==> src/rtl/lcd_data_format_adapter_state_ctl_pkg.sv <==
// Shared constants and helpers for the LCD data-format adapter state controller:
// output FIFO depth, default widths and the per-channel phase advance rule.
package lcd_data_format_adapter_state_ctl_pkg;

  localparam int unsigned FIFO_DEPTH     = 4;
  localparam int unsigned FIFO_PTR_WIDTH = $clog2(FIFO_DEPTH);

  localparam int          DEFAULT_CHANNEL_WIDTH = 1;
  localparam int          DEFAULT_PHASE_WIDTH   = 2;
  localparam int unsigned DEFAULT_PHASE_MAX     = 2;
  localparam int          DEFAULT_DATA_WIDTH    = 8;

  // Phase to store for the channel's next beat; the caller truncates to its phase width.
  function automatic int unsigned phase_next(input int unsigned phase_used,
                                             input logic        eop,
                                             input int unsigned phase_max);
    return (eop || phase_used == phase_max) ? 0 : phase_used + 1;
  endfunction

endpackage

==> src/rtl/lcd_data_format_adapter_state_ctl_if.sv <==
// Stream sink/source and state-RAM signals of the adapter state controller.
// slave is the adapter side, master is the surrounding system (sources, sink, state RAM).
interface lcd_data_format_adapter_state_ctl_if
  import lcd_data_format_adapter_state_ctl_pkg::*;
#(
  parameter int CHANNEL_WIDTH = DEFAULT_CHANNEL_WIDTH,
  parameter int PHASE_WIDTH   = DEFAULT_PHASE_WIDTH,
  parameter int DATA_WIDTH    = DEFAULT_DATA_WIDTH
);

  logic [DATA_WIDTH-1:0]    in_data;
  logic [CHANNEL_WIDTH-1:0] in_channel;
  logic                     in_startofpacket;
  logic                     in_endofpacket;
  logic                     in_valid;
  logic                     in_ready;

  logic [DATA_WIDTH-1:0]    out_data;
  logic [CHANNEL_WIDTH-1:0] out_channel;
  logic [PHASE_WIDTH-1:0]   out_phase;
  logic                     out_valid;
  logic                     out_ready;

  logic [CHANNEL_WIDTH-1:0] st_rd_address;
  logic [PHASE_WIDTH-1:0]   st_rd_readdata;
  logic [CHANNEL_WIDTH-1:0] st_wr_address;
  logic [PHASE_WIDTH-1:0]   st_wr_writedata;
  logic                     st_wr_write;
  logic                     st_wr_waitrequest;

  logic                     state_lost;

  modport slave (
    input  in_data, in_channel, in_startofpacket, in_endofpacket, in_valid,
    input  out_ready, st_rd_readdata, st_wr_waitrequest,
    output in_ready, out_data, out_channel, out_phase, out_valid,
    output st_rd_address, st_wr_address, st_wr_writedata, st_wr_write, state_lost
  );

  modport master (
    output in_data, in_channel, in_startofpacket, in_endofpacket, in_valid,
    output out_ready, st_rd_readdata, st_wr_waitrequest,
    input  in_ready, out_data, out_channel, out_phase, out_valid,
    input  st_rd_address, st_wr_address, st_wr_writedata, st_wr_write, state_lost
  );

endinterface

==> src/rtl/lcd_data_format_adapter_state_fifo.sv <==
// Small output FIFO for the adapter; head reads as zero while empty.
// The upstream credit check guarantees push never meets a full FIFO without a pop.
module lcd_data_format_adapter_state_fifo
  import lcd_data_format_adapter_state_ctl_pkg::*;
#(
  parameter int WIDTH = 8
) (
  input  logic                      clk,
  input  logic                      reset,
  input  logic                      push,
  input  logic [WIDTH-1:0]          push_data,
  input  logic                      pop,
  output logic                      out_valid,
  output logic [WIDTH-1:0]          head,
  output logic [FIFO_PTR_WIDTH:0]   count
);

  localparam logic [FIFO_PTR_WIDTH:0] FULL_COUNT = (FIFO_PTR_WIDTH+1)'(FIFO_DEPTH);

  logic [WIDTH-1:0]          mem [FIFO_DEPTH];
  logic [FIFO_PTR_WIDTH-1:0] wr_ptr;
  logic [FIFO_PTR_WIDTH-1:0] rd_ptr;
  logic                      do_push;
  logic                      do_pop;

  assign out_valid = (count != '0);
  assign do_pop    = pop && out_valid;
  assign do_push   = push && ((count != FULL_COUNT) || do_pop);
  assign head      = out_valid ? mem[rd_ptr] : '0;

  // NOTE: sequential state uses non-blocking assignments so every register samples pre-edge values.
  always_ff @(posedge clk or posedge reset) begin
    if (reset) begin
      wr_ptr <= '0;
      rd_ptr <= '0;
      count  <= '0;
    end else begin
      if (do_push) wr_ptr <= wr_ptr + FIFO_PTR_WIDTH'(1);
      if (do_pop)  rd_ptr <= rd_ptr + FIFO_PTR_WIDTH'(1);
      case ({do_push, do_pop})
        2'b10:   count <= count + (FIFO_PTR_WIDTH+1)'(1);
        2'b01:   count <= count - (FIFO_PTR_WIDTH+1)'(1);
        default: count <= count;
      endcase
    end
  end

  // NOTE: storage has no reset; count qualifies every entry, so stale contents are never visible.
  always_ff @(posedge clk) begin
    if (do_push) mem[wr_ptr] <= push_data;
  end

endmodule

==> src/rtl/lcd_data_format_adapter_state_ctl.sv <==
// Tags each stream beat with its byte position within a pixel, keeping per-channel
// phase in an external state RAM through a fixed two-stage read/modify/write pipeline.
module lcd_data_format_adapter_state_ctl
  import lcd_data_format_adapter_state_ctl_pkg::*;
#(
  parameter int          CHANNEL_WIDTH = DEFAULT_CHANNEL_WIDTH,
  parameter int          PHASE_WIDTH   = DEFAULT_PHASE_WIDTH,
  parameter int unsigned PHASE_MAX     = DEFAULT_PHASE_MAX,
  parameter int          DATA_WIDTH    = DEFAULT_DATA_WIDTH
) (
  input  logic                             clk,
  input  logic                             reset,
  lcd_data_format_adapter_state_ctl_if.slave bus
);

  localparam int ENTRY_WIDTH = DATA_WIDTH + CHANNEL_WIDTH + PHASE_WIDTH;

  typedef struct packed {
    logic [DATA_WIDTH-1:0]    data;
    logic [CHANNEL_WIDTH-1:0] channel;
    logic                     sop;
    logic                     eop;
  } beat_t;

  logic                    s1_valid, s2_valid;
  beat_t                   s1_beat, s2_beat;
  logic                    accept;
  logic                    room;
  logic [PHASE_WIDTH-1:0]  phase_used;
  logic [PHASE_WIDTH-1:0]  phase_nxt;
  logic [FIFO_PTR_WIDTH:0] fifo_count;
  logic                    fifo_out_valid;
  logic [ENTRY_WIDTH-1:0]  fifo_head;
  logic                    pop;
  state_lost_t_unused_guard: assert property (@(posedge clk) disable iff (reset) 1'b1);

  // Beats in flight already own a FIFO slot, so credit counts them with the stored ones.
  assign room         = (32'(fifo_count) + 32'(s1_valid) + 32'(s2_valid)) < FIFO_DEPTH;
  assign bus.in_ready = !reset && !bus.st_wr_waitrequest && room;
  assign accept       = bus.in_valid && bus.in_ready;

  assign bus.st_rd_address = bus.in_channel;

  always_ff @(posedge clk or posedge reset) begin
    if (reset) begin
      s1_valid <= 1'b0;
      s2_valid <= 1'b0;
    end else begin
      s1_valid <= accept;
      s2_valid <= s1_valid;
    end
  end

  always_ff @(posedge clk) begin
    if (accept) begin
      s1_beat <= '{data:    bus.in_data,
                   channel: bus.in_channel,
                   sop:     bus.in_startofpacket,
                   eop:     bus.in_endofpacket};
    end
    s2_beat <= s1_beat;
  end

  // NOTE: every always_comb output is assigned on all paths, so no latch can be inferred.
  always_comb begin
    phase_used = s2_beat.sop ? '0 : bus.st_rd_readdata;
    phase_nxt  = PHASE_WIDTH'(phase_next(32'(phase_used), s2_beat.eop, PHASE_MAX));
  end

  // The state RAM's lookahead covers same-channel hazards, so writes go out unforwarded.
  assign bus.st_wr_write     = s2_valid && !bus.st_wr_waitrequest;
  assign bus.st_wr_address   = s2_beat.channel;
  assign bus.st_wr_writedata = phase_nxt;

  always_ff @(posedge clk or posedge reset) begin
    if (reset)                                   bus.state_lost <= 1'b0;
    else if (s2_valid && bus.st_wr_waitrequest)  bus.state_lost <= 1'b1;
  end

  lcd_data_format_adapter_state_fifo #(
    .WIDTH (ENTRY_WIDTH)
  ) u_fifo (
    .clk       (clk),
    .reset     (reset),
    .push      (s2_valid),
    .push_data ({s2_beat.data, s2_beat.channel, phase_used}),
    .pop       (pop),
    .out_valid (fifo_out_valid),
    .head      (fifo_head),
    .count     (fifo_count)
  );

  assign pop           = fifo_out_valid && bus.out_ready;
  assign bus.out_valid = fifo_out_valid;
  assign {bus.out_data, bus.out_channel, bus.out_phase} = fifo_head;

endmodule

==> src/flat_wrapper.sv <==
// flat-port wrapper written by rule: the top's interface ports become plain ports
module lcd_data_format_adapter_state_ctl_flat import lcd_data_format_adapter_state_ctl_pkg::*;
#(
  parameter int          CHANNEL_WIDTH = DEFAULT_CHANNEL_WIDTH,
  parameter int          PHASE_WIDTH   = DEFAULT_PHASE_WIDTH,
  parameter int unsigned PHASE_MAX     = DEFAULT_PHASE_MAX,
  parameter int          DATA_WIDTH    = DEFAULT_DATA_WIDTH
)
  (clk, reset, bus_in_data, bus_in_channel, bus_in_startofpacket, bus_in_endofpacket, bus_in_valid, bus_out_ready, bus_st_rd_readdata, bus_st_wr_waitrequest, bus_in_ready, bus_out_data, bus_out_channel, bus_out_phase, bus_out_valid, bus_st_rd_address, bus_st_wr_address, bus_st_wr_writedata, bus_st_wr_write, bus_state_lost);
  lcd_data_format_adapter_state_ctl_if #(.CHANNEL_WIDTH(CHANNEL_WIDTH), .PHASE_WIDTH(PHASE_WIDTH), .DATA_WIDTH(DATA_WIDTH)) bus_i ();
  input  logic clk;
  input  logic reset;
  input wire logic [$bits(bus_i.in_data)-1:0] bus_in_data;
  input wire logic [$bits(bus_i.in_channel)-1:0] bus_in_channel;
  input wire logic [$bits(bus_i.in_startofpacket)-1:0] bus_in_startofpacket;
  input wire logic [$bits(bus_i.in_endofpacket)-1:0] bus_in_endofpacket;
  input wire logic [$bits(bus_i.in_valid)-1:0] bus_in_valid;
  input wire logic [$bits(bus_i.out_ready)-1:0] bus_out_ready;
  input wire logic [$bits(bus_i.st_rd_readdata)-1:0] bus_st_rd_readdata;
  input wire logic [$bits(bus_i.st_wr_waitrequest)-1:0] bus_st_wr_waitrequest;
  output wire logic [$bits(bus_i.in_ready)-1:0] bus_in_ready;
  output wire logic [$bits(bus_i.out_data)-1:0] bus_out_data;
  output wire logic [$bits(bus_i.out_channel)-1:0] bus_out_channel;
  output wire logic [$bits(bus_i.out_phase)-1:0] bus_out_phase;
  output wire logic [$bits(bus_i.out_valid)-1:0] bus_out_valid;
  output wire logic [$bits(bus_i.st_rd_address)-1:0] bus_st_rd_address;
  output wire logic [$bits(bus_i.st_wr_address)-1:0] bus_st_wr_address;
  output wire logic [$bits(bus_i.st_wr_writedata)-1:0] bus_st_wr_writedata;
  output wire logic [$bits(bus_i.st_wr_write)-1:0] bus_st_wr_write;
  output wire logic [$bits(bus_i.state_lost)-1:0] bus_state_lost;
  assign bus_i.in_data = bus_in_data;
  assign bus_i.in_channel = bus_in_channel;
  assign bus_i.in_startofpacket = bus_in_startofpacket;
  assign bus_i.in_endofpacket = bus_in_endofpacket;
  assign bus_i.in_valid = bus_in_valid;
  assign bus_i.out_ready = bus_out_ready;
  assign bus_i.st_rd_readdata = bus_st_rd_readdata;
  assign bus_i.st_wr_waitrequest = bus_st_wr_waitrequest;
  assign bus_in_ready = bus_i.in_ready;
  assign bus_out_data = bus_i.out_data;
  assign bus_out_channel = bus_i.out_channel;
  assign bus_out_phase = bus_i.out_phase;
  assign bus_out_valid = bus_i.out_valid;
  assign bus_st_rd_address = bus_i.st_rd_address;
  assign bus_st_wr_address = bus_i.st_wr_address;
  assign bus_st_wr_writedata = bus_i.st_wr_writedata;
  assign bus_st_wr_write = bus_i.st_wr_write;
  assign bus_state_lost = bus_i.state_lost;
  lcd_data_format_adapter_state_ctl #(.CHANNEL_WIDTH(CHANNEL_WIDTH), .PHASE_WIDTH(PHASE_WIDTH), .PHASE_MAX(PHASE_MAX), .DATA_WIDTH(DATA_WIDTH)) u_core (.clk(clk), .reset(reset), .bus(bus_i));
endmodule
==> config.mk <==
export PLATFORM = sky130hd
export DESIGN_NAME = lcd_data_format_adapter_state_ctl_flat
export DESIGN_NICKNAME = d
export VERILOG_FILES = /design/src/rtl/lcd_data_format_adapter_state_ctl_pkg.sv /design/src/rtl/lcd_data_format_adapter_state_ctl_if.sv /design/src/rtl/lcd_data_format_adapter_state_fifo.sv /design/src/rtl/lcd_data_format_adapter_state_ctl.sv /design/src/flat_wrapper.sv
export SDC_FILE = /design/constraint.sdc
export NUM_CORES = 1
export LEC_CHECK = 0
export CORE_UTILIZATION = 35
export DETAILED_ROUTE_END_ITERATION = 8
export SYNTH_ARGS = -nofsm -noshare
export SYNTH_HDL_FRONTEND = slang
export SYNTH_SLANG_ARGS = --single-unit
==> constraint.sdc <==
create_clock -name clk -period 2.35 [get_ports clk]
set_input_delay 0.235 -clock clk [delete_from_list [all_inputs] [get_ports clk]]
set_output_delay 0.235 -clock clk [all_outputs]
set_load 0.02 [all_outputs]
==> results.sh <==
export IMPL_outcome="completed"
export IMPL_n_antenna_cell=0
export IMPL_clock_path_buffers=2
export IMPL_cts_htree_levels=3
export IMPL_power_leakage_uw=0.00142
export IMPL_path_delay_family="multiplexers"
export IMPL_maxCapViolations=0
export IMPL_slowest_stage="mux4_1"
export IMPL_clk_latency_ns=0.34
export IMPL_grt_pass1_vias=1523
export IMPL_viasPerCell=4.54
export IMPL_clockRootBuffer="clkbuf_8"
export IMPL_hold_viol=0
export IMPL_drt_iter0_markers=59
export IMPL_max_freq_mhz=458
export IMPL_finalMaxSlewViolations=0
export IMPL_fin_crit_ns=2.18
export IMPL_antenna_found_initial=0
export IMPL_end_kind="output pin"
export IMPL_setup_viol=0
export IMPL_synth_ff_type="edfxtp_1"
export IMPL_skew_ns=0.0106
export IMPL_cellPowerDensity_nw_per_um2=1050
export IMPL_grt_pass1_wl_um=7550
export IMPL_avgSynthCellArea_um2=17.5
export IMPL_syn_num_nets=193
export IMPL_dp_hpwl_um=3260
export IMPL_drcViolationCount=0
export IMPL_synth_edf_count=55
export IMPL_pre_cts_ws_ns=0.131
export IMPL_syn_area_um2=2920
export IMPL_crit_buf_inv=2
export IMPL_cts_tree="built"
export IMPL_ys_warn_count=0
export IMPL_max_stage_delay_ns=0.54
export IMPL_via_count=1504
export IMPL_fin_nets=250
export IMPL_n_fill_cell=697
export IMPL_clk_pin_slew_ns=0.08
export IMPL_synth_cell_types=35
export IMPL_grt_max_degree=16
export IMPL_seq_area_frac_synth_pct=72.6
export IMPL_gp_congestion=0.775
export IMPL_crit_arrival_ns=1.95
export IMPL_fin_crit_sh_pct=92.9
export IMPL_postLayoutSetupSlackWorst_ns=0.167
export IMPL_numCtsBuffers=9
export IMPL_io_pins=37
export IMPL_holdCritPathClass="in2async"
export IMPL_crit_required_ns=2.12
export IMPL_startpoint_type="register"
export IMPL_critPathMaxFanout=13
export IMPL_die_h_um=93.4
export IMPL_crit_chain="buf_12 -> mux4_1 -> and2_1 -> dlygate4sd2_1"
export IMPL_slew_headroom_pct=72.1
export IMPL_drive_gt1_share_pct=20.5
export IMPL_port_buffer_count=36
export IMPL_async_flop_share_pct=13.2
export IMPL_fp_dieW_um=93.4
export IMPL_ctsHoldBuffers=0
export IMPL_area_delta_synth_final_pct=26.3
export IMPL_synth_seq_cells=76
export IMPL_tightest_slew_ns=0.417
export IMPL_initial_utilization_pct=37.1
export IMPL_core_area_um2=7890
export IMPL_ant_nets=0
export IMPL_rsz0062_at_grt="no"
export IMPL_dieArea_um2=8720
export IMPL_critPathKind="reg2out"
export IMPL_routed_wl_um=4660
export IMPL_synth_cells=167
export IMPL_tns_ns=0
export IMPL_track_usage_pct=12.0
export IMPL_clock_sinks=76
export IMPL_core_rowCount=32
export IMPL_dr_pass1_iters=4
export IMPL_grt_overflow_total=0
export IMPL_wire_per_inst_um=14.1
export IMPL_peakVddDrop_mv=0.443
-- cell type report --
| type | instances | area [µm²] | share of cell area, % |
|---|---|---|---|
| clock buffers | 9 | 124 | 3.35 |
| clock inverters | 7 | 58.8 | 1.59 |
| inverters | 10 | 37.5 | 1.02 |
| multi-input cells | 74 | 726 | 19.7 |
| flip-flops and latches | 76 | 2120 | 57.5 |
| well taps | 102 | 128 | 3.46 |
| repair buffers | 53 | 497 | 13.5 |
-- cells by family (layout without fill, tap and decap cells) --
group / Yosys count / count (layout) / share of synthesized area (%)
compound gates: 12 / 12 / 3.17
xor+xnor: 5 / 5 / 1.50
fa+ha+maj: 8 / 8 / 3.68
buf+inv: 17 / 79 / 2.78
flops: 76 / 76 / 72.6
mux: 12 / 12 / 9.24
simple gates: 37 / 37 / 7.06
-- Yosys cell counts, types with 2 or more instances --
cell type   n  area (µm²)
edfxtp_1   55        1650
and2_1     15        93.8
dfxtp_1    11         220
dfrtp_1    10         250
inv_1      10        37.5
mux4_2      8         180
ha_1        7        87.6
buf_2       5        25.0
nor2_1      5        18.8
nand2_1     4        15.0
nand3_1     4        20.0
xnor2_1     4        35.0
mux4_1      3        78.8
nor3_1      3        15.0
a21oi_1     2        10.0
nand2b_1    2        12.5
-- what timing repair did --
| action | in CTS | in global routing |
|---|---|---|
| hold endpoints to repair | 0 | 0 |
| resized for setup | 8 | 6 |
| endpoints found under the setup margin | 8 | 5 |
| setup buffers | 0 | 0 |
-- state kept, by name, indices dropped and copies added, names as in the netlist --
register and cells:
u_core.u_fifo.mem 44, u_core.u_fifo.rd_ptr 2, u_core.s1_valid 1, u_core.bus.st_wr_address 1, u_core.u_fifo.wr_ptr 2, u_core.s2_beat 10, u_core.s1_beat 11, u_core.s2_valid 1
u_core.bus.state_lost 1, u_core.u_fifo.count 3
-- layer usage --
| layer | track usage [%] | up-vias | wire length [µm] |
|---|---|---|---|
| met5 | 0 | - | 0 |
| met4 | 6.54 | 0 | 85 |
| met3 | 2.68 | 5 | 116 |
| met2 | 20.7 | 28 | 2450 |
| met1 | 13.9 | 731 | 2010 |
| li1 | - | 740 | - |
-- worst register-to-register path, cell delays in order, from the launching register on --
cell,delay [ns]
dfrtp_1,0.39
buf_4,0.16
or3_4,0.45
nand3_1,0.13
fa_1,0.21
nand2_1,0.07
or4_1,0.47
nand3_1,0.09
-- cells in the final DEF, fill, tap and decap left out, types with 2 or more instances in the layout --
master,count
dlygate4sd2_1,7
buf_4,16
mux4_1,3
ha_1,7
a21oi_1,2
nor2_1,5
dfrtp_1,10
inv_6,2
nand2_1,4
edfxtp_1,55
nand3_1,4
xnor2_1,4
dlymetal6s2s_1,4
clkbuf_8,9
dfxtp_1,11
clkinv_4,2
nand2b_1,2
clkdlybuf4s50_1,24
and2_1,15
mux4_2,8
inv_1,10
nor3_1,3
-- stage by stage --
stage	utilization, %	total power, µW	hold slack, ns	instances	cell area [µm²]
floorplan	-	2540	0.0752	167	2930
global placement	44.5	3110	0.324	315	3510
detailed placement	44.5	3120	0.329	315	3510
CTS	46.7	3960	0.231	331	3690
global route	46.8	4100	0.249	331	3690
finish	46.8	3870	0.227	331	3690
-- final timing paths --
kind,startpoint,endpoint,slack [ns],depth (start not counted)
worst max-delay path,u_core.u_fifo.rd_ptr[0],bus_out_phase[1],0.17,4
worst min-delay path,reset,u_core.u_fifo.wr_ptr[0],0.23,2
worst max register to register,u_core.u_fifo.count[0],u_core.u_fifo.count[2],0.33,7
worst min register to register,u_core.s1_beat[1],u_core.s2_beat[1],0.34,0
max in group asynchronous,reset,u_core.u_fifo.rd_ptr[0],1.83,2
min in group clk,u_core.s1_beat[1],u_core.s2_beat[1],0.34,0
-- report_power, final --
part           leakage, µW  switching, µW  total (µW)  internal [µW]
logic             0.000619            671        1350            677
registers         0.000713           67.4        1630           1560
clock network    0.0000921            495         894            399
total              0.00142           1230        3870           2640
Note: power is estimated with default switching activity, not from simulation.
